===== src/rtl/lampfpu_fractsqrt_sched_pkg.sv =====
// Shared types and constants for the fractional sqrt/inverse-sqrt scheduler.
package lampfpu_fractsqrt_sched_pkg;

   localparam int unsigned LAMP_FLOAT_F_DW         = 7;
   localparam int unsigned LAMP_SQRT_SCHED_TIMEOUT = 16;

   typedef enum logic {
      LAMP_SQRT_OP    = 1'b0,
      LAMP_INVSQRT_OP = 1'b1
   } lampFPU_sqrtOp_t;

   typedef enum logic [1:0] {
      IDLE,
      ISSUE,
      WAIT,
      RESP
   } lampFPU_sqrtSchedState_t;

endpackage


===== src/rtl/lampfpu_rr_pick.sv =====
// Combinational round-robin picker: first valid requester searching upward from ptr+1.
module lampfpu_rr_pick #(
   parameter int unsigned NUM_REQ = 2,
   localparam int unsigned IdxW   = (NUM_REQ > 1) ? $clog2(NUM_REQ) : 1
) (
   input  logic [NUM_REQ-1:0] valid,
   input  logic [IdxW-1:0]    ptr,
   output logic [NUM_REQ-1:0] grant,
   output logic [IdxW-1:0]    idx
);

   logic            found;
   logic [IdxW-1:0] cand;

   always_comb begin
      grant = '0;
      idx   = '0;
      found = 1'b0;
      cand  = '0;
      for (int unsigned i = 1; i <= NUM_REQ; i++) begin
         cand = IdxW'((32'(ptr) + i) % NUM_REQ);
         if (!found && valid[cand]) begin
            found = 1'b1;
            idx   = cand;
         end
      end
      if (found) grant[idx] = 1'b1;
   end

endmodule


===== src/rtl/lampfpu_fractsqrt_sched.sv =====
// Round-robin scheduler sharing one fractional sqrt/invsqrt core among NUM_REQ requesters.
// Optional WAIT watchdog enabled by defining LAMP_FRACTSQRT_SCHED_TIMEOUT_EN.
module lampfpu_fractsqrt_sched
   import lampfpu_fractsqrt_sched_pkg::*;
#(
   parameter int unsigned NUM_REQ     = 2,
   parameter int unsigned F_DW        = LAMP_FLOAT_F_DW,
   parameter int unsigned TIMEOUT_CYC = LAMP_SQRT_SCHED_TIMEOUT
) (
   input  logic                        clk,
   input  logic                        rst,
   input  logic [NUM_REQ-1:0]          req_valid_i,
   output logic [NUM_REQ-1:0]          req_ready_o,
   input  logic [NUM_REQ-1:0]          req_op_i,
   input  logic [NUM_REQ*(F_DW+2)-1:0] req_f_i,
   output logic [NUM_REQ-1:0]          rsp_valid_o,
   input  logic [NUM_REQ-1:0]          rsp_ready_i,
   output logic [2*(F_DW+1)-1:0]       rsp_result_o,
   output logic                        core_doSqrt_o,
   output logic                        core_doInvSqrt_o,
   output logic [F_DW+1:0]             core_f_o,
   input  logic [2*(F_DW+1)-1:0]       core_result_i,
   input  logic                        core_valid_i,
   output logic                        busy_o,
   output logic                        timeout_o
);

   localparam int unsigned IdxW = (NUM_REQ > 1) ? $clog2(NUM_REQ) : 1;

   if (NUM_REQ < 2 || NUM_REQ > 8 || TIMEOUT_CYC < 1) begin : g_param_check
      $error("lampfpu_fractsqrt_sched: illegal NUM_REQ or TIMEOUT_CYC");
   end

   lampFPU_sqrtSchedState_t state, next_state;
   lampFPU_sqrtOp_t         op;
   logic [F_DW+1:0]         f;
   logic [IdxW-1:0]         idx;
   logic [IdxW-1:0]         ptr;
   logic [2*(F_DW+1)-1:0]   result;
   logic [NUM_REQ-1:0]      pick_grant;
   logic [IdxW-1:0]         pick_idx;
   logic                    tmo_hit;

   lampfpu_rr_pick #(
      .NUM_REQ (NUM_REQ)
   ) u_rr_pick (
      .valid (req_valid_i),
      .ptr   (ptr),
      .grant (pick_grant),
      .idx   (pick_idx)
   );

`ifdef LAMP_FRACTSQRT_SCHED_TIMEOUT_EN
   localparam int unsigned CntW = $clog2(TIMEOUT_CYC + 1);

   logic [CntW-1:0] wait_cnt;
   logic            tmo_flag;

   // Fires on the TIMEOUT_CYC-th WAIT cycle unless the core answers in that same cycle.
   assign tmo_hit   = (state == WAIT) && !core_valid_i && (wait_cnt == CntW'(TIMEOUT_CYC - 1));
   assign timeout_o = tmo_flag;

   always_ff @(posedge clk) begin
      if (rst) begin
         wait_cnt <= '0;
         tmo_flag <= 1'b0;
      end else begin
         wait_cnt <= (state == WAIT) ? wait_cnt + 1'b1 : '0;
         if (tmo_hit) tmo_flag <= 1'b1;
      end
   end
`else
   assign tmo_hit   = 1'b0;
   assign timeout_o = 1'b0;
`endif

   always_ff @(posedge clk) begin
      if (rst) state <= IDLE;
      else     state <= next_state;
   end

   always_comb begin
      next_state = state;
      case (state)
         IDLE:    if (|req_valid_i) next_state = ISSUE;
         ISSUE:   next_state = WAIT;
         WAIT:    if (core_valid_i || tmo_hit) next_state = RESP;
         RESP:    if (rsp_ready_i[idx]) next_state = IDLE;
         default: next_state = IDLE;
      endcase
   end

   always_comb begin
      req_ready_o      = '0;
      rsp_valid_o      = '0;
      rsp_result_o     = '0;
      core_doSqrt_o    = 1'b0;
      core_doInvSqrt_o = 1'b0;
      core_f_o         = (state == IDLE) ? '0 : f;
      busy_o           = (state != IDLE);
      case (state)
         IDLE:  req_ready_o = pick_grant;
         ISSUE: begin
            core_doSqrt_o    = (op == LAMP_SQRT_OP);
            core_doInvSqrt_o = (op == LAMP_INVSQRT_OP);
         end
         RESP: begin
            rsp_valid_o[idx] = 1'b1;
            rsp_result_o     = result;
         end
         default: ;
      endcase
   end

   always_ff @(posedge clk) begin
      if (rst) begin
         ptr    <= IdxW'(NUM_REQ - 1);
         op     <= LAMP_SQRT_OP;
         f      <= '0;
         idx    <= '0;
         result <= '0;
      end else begin
         if (state == IDLE && |req_valid_i) begin
            op  <= lampFPU_sqrtOp_t'(req_op_i[pick_idx]);
            f   <= req_f_i[32'(pick_idx) * (F_DW + 2) +: (F_DW + 2)];
            idx <= pick_idx;
         end
         if (state == WAIT && core_valid_i) result <= core_result_i;
         if (tmo_hit) result <= '0;
         if (state == RESP && rsp_ready_i[idx]) ptr <= idx;
      end
   end

endmodule


===== config.mk =====
export PLATFORM = sky130hd
export DESIGN_NAME = lampfpu_fractsqrt_sched
export DESIGN_NICKNAME = d
export VERILOG_FILES = /design/src/rtl/lampfpu_fractsqrt_sched_pkg.sv /design/src/rtl/lampfpu_rr_pick.sv /design/src/rtl/lampfpu_fractsqrt_sched.sv
export SDC_FILE = /design/constraint.sdc
export NUM_CORES = 1
export LEC_CHECK = 0
export ABC_AREA = 1
export CORE_AREA = 2 2 68 70
export CTS_BUF_LIST = sky130_fd_sc_hd__clkbuf_8
export DETAILED_ROUTE_END_ITERATION = 12
export DIE_AREA = 0 0 70 72
export GPL_ROUTABILITY_DRIVEN = 1
export GPL_TIMING_DRIVEN = 0
export PLACE_DENSITY_LB_ADDON = 0.1
export REMOVE_ABC_BUFFERS = 1
export SLEW_MARGIN = 25
export SYNTH_ARGS = -nofsm -noshare
export SYNTH_HDL_FRONTEND = slang
export SYNTH_SLANG_ARGS = --single-unit

===== constraint.sdc =====
create_clock -name clk -period 1.35 [get_ports clk]
set_input_delay 0.27 -clock clk [delete_from_list [all_inputs] [get_ports clk]]
set_output_delay 0.27 -clock clk [all_outputs]
set_load 0.005 [all_outputs]

[After elaboration in Yosys (flattened, before gate mapping)]
Cells that the tools add are included.
Widths: inputs -> output; s select.
Storage, ports and cells
  flip-flop bits (word level): 30
  input port bits: 43
  output and inout bits: 33
  logic and storage cells: 61
Cells by class
  add/sub/neg operators: 2
  multipliers: 1
  order comparisons: 6
  eq/ne operators: 6
  shifts and indexed selects: 1
  multiplexer cells: 27
  bitwise gates (word level): 1
  reduce and logical (&&, ||, !) cells: 11
Operators with widths (count)
  $shiftx 18x6->9: 1
  $mux 1: 16
  $mux 16: 1
  $mux 2: 6
  $mux 9: 1
  $lt 1x2->1 const B: 4
  $pmux 2 s4: 1
  $logic_and 1x1->1: 6
  $mul 1x4->5 const B: 1
  $eq 2x2->1 const B: 2
  $ne 2x1->1 const B: 2
  $reduce_and 3->1: 1
  $add 1x1->1 const B: 2
  $demux 1 s1: 2
  $eq 2x1->1 const B: 1
  $ge 1x1->1 const B: 2
  $logic_not 2->1: 1
  $ne 2x2->1 const B: 1
  $reduce_bool 2->1: 1
  $reduce_or 2->1: 1
  $logic_not 1->1: 1
  $not 1->1: 1

[Longest topological paths before layout]
  word-level depth: 13
  mapped depth: 9

[Cells and area by module]
Synthesis repeated with hierarchy kept, for this count alone.
Second synthesis, totals
  cells, all modules: 253
  area, all modules: 1586.5 um^2
Modules (own cells, without submodules)
  lampfpu_fractsqrt_sched: times used 1, cells an instance 247, area an instance 1561.5 um^2, sequential area each 600.6 um^2
  lampfpu_rr_pick: times used 1, cells an instance 6, area an instance 25.0 um^2, sequential area each 0.0 um^2

[Worst setup path before layout]
No wires, ideal clock.
  path type: flip-flop to output port
  start point: reg state[0]
  end point: out req_ready_o[0]
  arrival time: 1.095 ns
  setup slack: -0.015 ns
  cell stages (with the launch flop): 8
  cell sequence: dfxtp_1 -> inv_1 -> ha_1 -> inv_2 -> nor2_2 -> inv_2 -> buf_4 -> nor2_1
Between the ends
  cells in the longest elaborated chain, start to end: 2
Ends and longest elaborated chain
  start: declaration: RTL line lampfpu_fractsqrt_sched.sv:34  | lampFPU_sqrtSchedState_t state, next_state;
  start signal: assignment: RTL line lampfpu_fractsqrt_sched.sv:79  | else state <= next_state;
  $logic_not 2->1: RTL line lampfpu_fractsqrt_sched.sv:101  | case (state)
  $mux 2: RTL line lampfpu_fractsqrt_sched.sv:101
  end: declaration: RTL line lampfpu_fractsqrt_sched.sv:13  | output logic [NUM_REQ-1:0] req_ready_o,
No other way between the ends.

[Final worst setup path]
  start point: reg state[0]
  end point: out rsp_valid_o[1]
Between the ends
  cells in the longest elaborated chain, start to end: 2
Ends and longest elaborated chain
  $eq 2x2->1: RTL line lampfpu_fractsqrt_sched.sv:101
  $mux 2: RTL line lampfpu_fractsqrt_sched.sv:101
  end: declaration: RTL line lampfpu_fractsqrt_sched.sv:16  | output logic [NUM_REQ-1:0] rsp_valid_o,
No other way between the ends.

==> out/metrics.yaml <==
status:
  status: "complete, but fails checks"
  violations: "setup timing"
routing:
  drt_first_pass_iters: 4
  drt_wl_total_mm: 5.05
  routed-via-count: 1863
  first_iter_violations: 99
  wl_met2_mm: 2.43
  vias_per_cell: 4.51
  wl_per_cell_um: 12.2
  drc: 0
  ant_nets: 0
  drt-met1-wl_mm: 2.20
  top_layer: "met4"
  dr_wl_met3_um: 311
floorplan:
  initial_core_util_pct: 37.3
  io_pins: 76
  die_x_um: 70
  core_um2: 4260
  dieArea_um2: 5040
  num_rows: 24
  die_h_um: 72
synth:
  ys_types: 15
  ys.warnings.count: 0
  synth_area_um2: 1590
  synth.avg_cell_area_um2: 6.14
  synth_area_leaders: "dfxtp_1 38%, nand2_1 17%, nor2_1 13%"
  yosys.area.top_type: "dfxtp_1"
  synth_cells: 259
  ys_seq_elements: 30
  synth_top_area_share_pct: 37.8
  synth_seq_area_share_pct: 37.8
setup_path:
  r2r_end: "state[0]"
  worstPathMaxFanout: 5
  reg2regPathDepth: 9
  cp_top_family: "buffers and inverters"
  slowest_delay_ns: 0.37
  r2r-start: "state[0]"
  path_depth: 7
  cp_num_buf_inv: 5
  rrSetupSlack_ns: 0.01
  crit_path_end_kind: "output port"
  slowest_stage: "dfxtp_4"
  endpoint: "rsp_valid_o[1]"
  cp_cell_sequence: "ha_4, buf_12, buf_8, buf_6, nand2_2, inv_1, buf_2"
  critical_path_required_ns: 1.08
  critPathArrivalTime_ns: 1.40
  critical_path.startpoint: "state[0]"
  cp-start-kind: "register"
  critPathKind: "register to output port"
clock_network:
  clkTransAtPathRegs_ns: 0.06
  h-tree-depth: 2
  clock_path_buffers: 2
  cts_made_buffers: 5
  cts-root-buf: "clkbuf_8"
  cts_tree: "yes"
  cts_hold_buf: 0
  clock_sinks: 30
  clock_latency_ns: 0.28
job:
  drv_cap: 0
place:
  dp_slack_ns: -1.36
  place_inst: 372
  routabilityCongestion: 0.749
  io_buffers: 74
  place_hpwl_mm: 2.82
global_route:
  grt_start_max_net_pins: 20
  antenna_found_initial: 1
  grt_usage_pct: 19.9
  grt_pass1_wl_mm: 7.93
  grt_pass1_vias: 1694
  grt.overflow.total: 0
layout:
  area_growth_pct: 85.5
  fin_util_pct: 69.2
  drive_above_1_share_pct: 36.9
  fin_cells: 413
  layout.nets: 407
sta:
  min_period_over_period_pct: 124
  finClkSkew_ns: 0.00198
  finalSetupViolations: 32
  min_period_ns: 1.67
  rsz0062_at_grt: "true"
  fmax_ghz: 0.598
  tightest_slew_ns: 0.613
  hold_viol_final: 0
  maxSlewHeadroom_pct: 59.2
  drv_slew: 0
  final.setup.worst_slack_ns: -0.323
pwr:
  max-vdd-ir-drop_mv: 0.886
  leakage_nw: 1.52
  power_density_nw_per_um2: 1630
worst_hold_path:
  hold_class: "register to register"
## metal layers
metal / track usage [%] / up-vias
li1: - / 977
met1: 25.2 / 829
met2: 33.5 / 47
met3: 4.72 / 10
met4: 7.05 / 0
met5: 0 / -
## repair_timing
| action | CTS | global route |
|---|---|---|
| hold endpoints to repair | 0 | 0 |
| cloned | 2 | 0 |
| resized for setup | 194 | 62 |
| setup endpoints to repair | 62 | 50 |
| buffers inserted | 26 | 7 |
| pin swaps | 24 | 11 |
## worst reg2reg max path, cell delays in order (launching register included)
cell and delay, ns:
dfxtp_4 0.37, ha_4 0.18, buf_6 0.13, buf_16 0.13, buf_6 0.12, nand2_4 0.07
nor2_4 0.04, nor2_4 0.12, nor2_1 0.05, nor2_1 0.07
## state kept, by name, summed over array words and instances, names as in the netlist
| name | cells |
|---|---|
| f | 9 |
| ptr | 1 |
| idx | 1 |
| state | 2 |
| op | 1 |
| result | 16 |
## placed cells by master, fill, tap and decap left out
cell | synthesis | final
o21ai_0 | 17 | 11
nor2_4 | 0 | 9
nand3_1 | 13 | 13
inv_2 | 3 | 9
buf_8 | 0 | 5
nand2_1 | 70 | 48
diode_2 | 0 | 1
nand2_8 | 0 | 1
nand2_2 | 0 | 11
inv_4 | 0 | 6
buf_4 | 5 | 13
ha_2 | 0 | 1
buf_2 | 5 | 24
a21oi_2 | 0 | 4
buf_6 | 0 | 17
clkdlybuf4s50_1 | 0 | 39
dlygate4sd2_1 | 0 | 3
inv_1 | 39 | 27
nor2_2 | 2 | 5
o211ai_1 | 1 | 1
a21oi_1 | 12 | 8
ha_4 | 0 | 3
clkdlybuf4s15_2 | 0 | 1
clkbuf_8 | 0 | 6
conb_1 | 1 | 1
dfxtp_4 | 0 | 2
o21ai_1 | 0 | 6
dfxtp_1 | 30 | 28
clkinv_2 | 0 | 1
nor2_1 | 53 | 41
buf_12 | 0 | 3
buf_16 | 0 | 1
ha_1 | 5 | 1
nand2_4 | 0 | 10
clkinvlp_4 | 0 | 1
## synth_stat cells
master,count
o21ai_0,17
nor2_2,2
inv_1,39
conb_1,1
nand2_1,70
inv_2,3
dfxtp_1,30
nor2_1,53
ha_1,5
buf_4,5
buf_2,5
a21oi_1,12
clkbuf_1,3
o211ai_1,1
nand3_1,13
## area by class of cell
cell class	instances	area, um2
Sequential cell	30	608
Clock inverter	2	8.76
Timing Repair Buffer	106	1000
Tap cell	52	65.1
Inverter	42	176
Fill cell	398	1310
Multi-Input combinational cell	174	1010
Clock buffer	6	82.6
Antenna cell	1	2.50
## through the flow
step	setup TNS, ns	power, mW	hold WS (ns)	instance area [um2]
5_1_grt	-8.05	5.13	0.483	2950
6_report	-6.35	4.80	0.464	2950
2_1_floorplan	-2.29	2.04	0.339	1520
3_5_place_dp	-35.97	2.67	0.455	2320
3_3_place_gp	-35.20	2.66	0.454	2320
4_1_cts	-6.71	4.48	0.464	2740
## worst min path at each step
stage / from / endpoint / slack, ns / depth (start not counted)
finish: f[5] / f[5] / 0.46 / 2
global route: f[1] / f[1] / 0.48 / 2
CTS: f[6] / f[6] / 0.46 / 2
detailed placement: f[6] / f[6] / 0.46 / 2
global placement: f[0] / f[0] / 0.45 / 2
floorplan: rst / f[0] / 0.34 / 1
## logic make-up after synthesis
kind of cell / Yosys count / share of synthesized area [%]
flops: 30 / 37.8
buf+inv: 55 / 14.6
simple gates: 138 / 33.9
compound gates: 30 / 9.60
fa+ha+maj: 5 / 3.93
other cells: 1 / 0.236
## report_power, final
part           leakage, nW  switching (mW)  total, mW  internal, mW
clock network       0.0524           0.343      0.745         0.403
logic                 1.22            1.34       2.78          1.44
registers            0.247           0.171       1.28          1.11
Power figures use the tool's default switching activity.
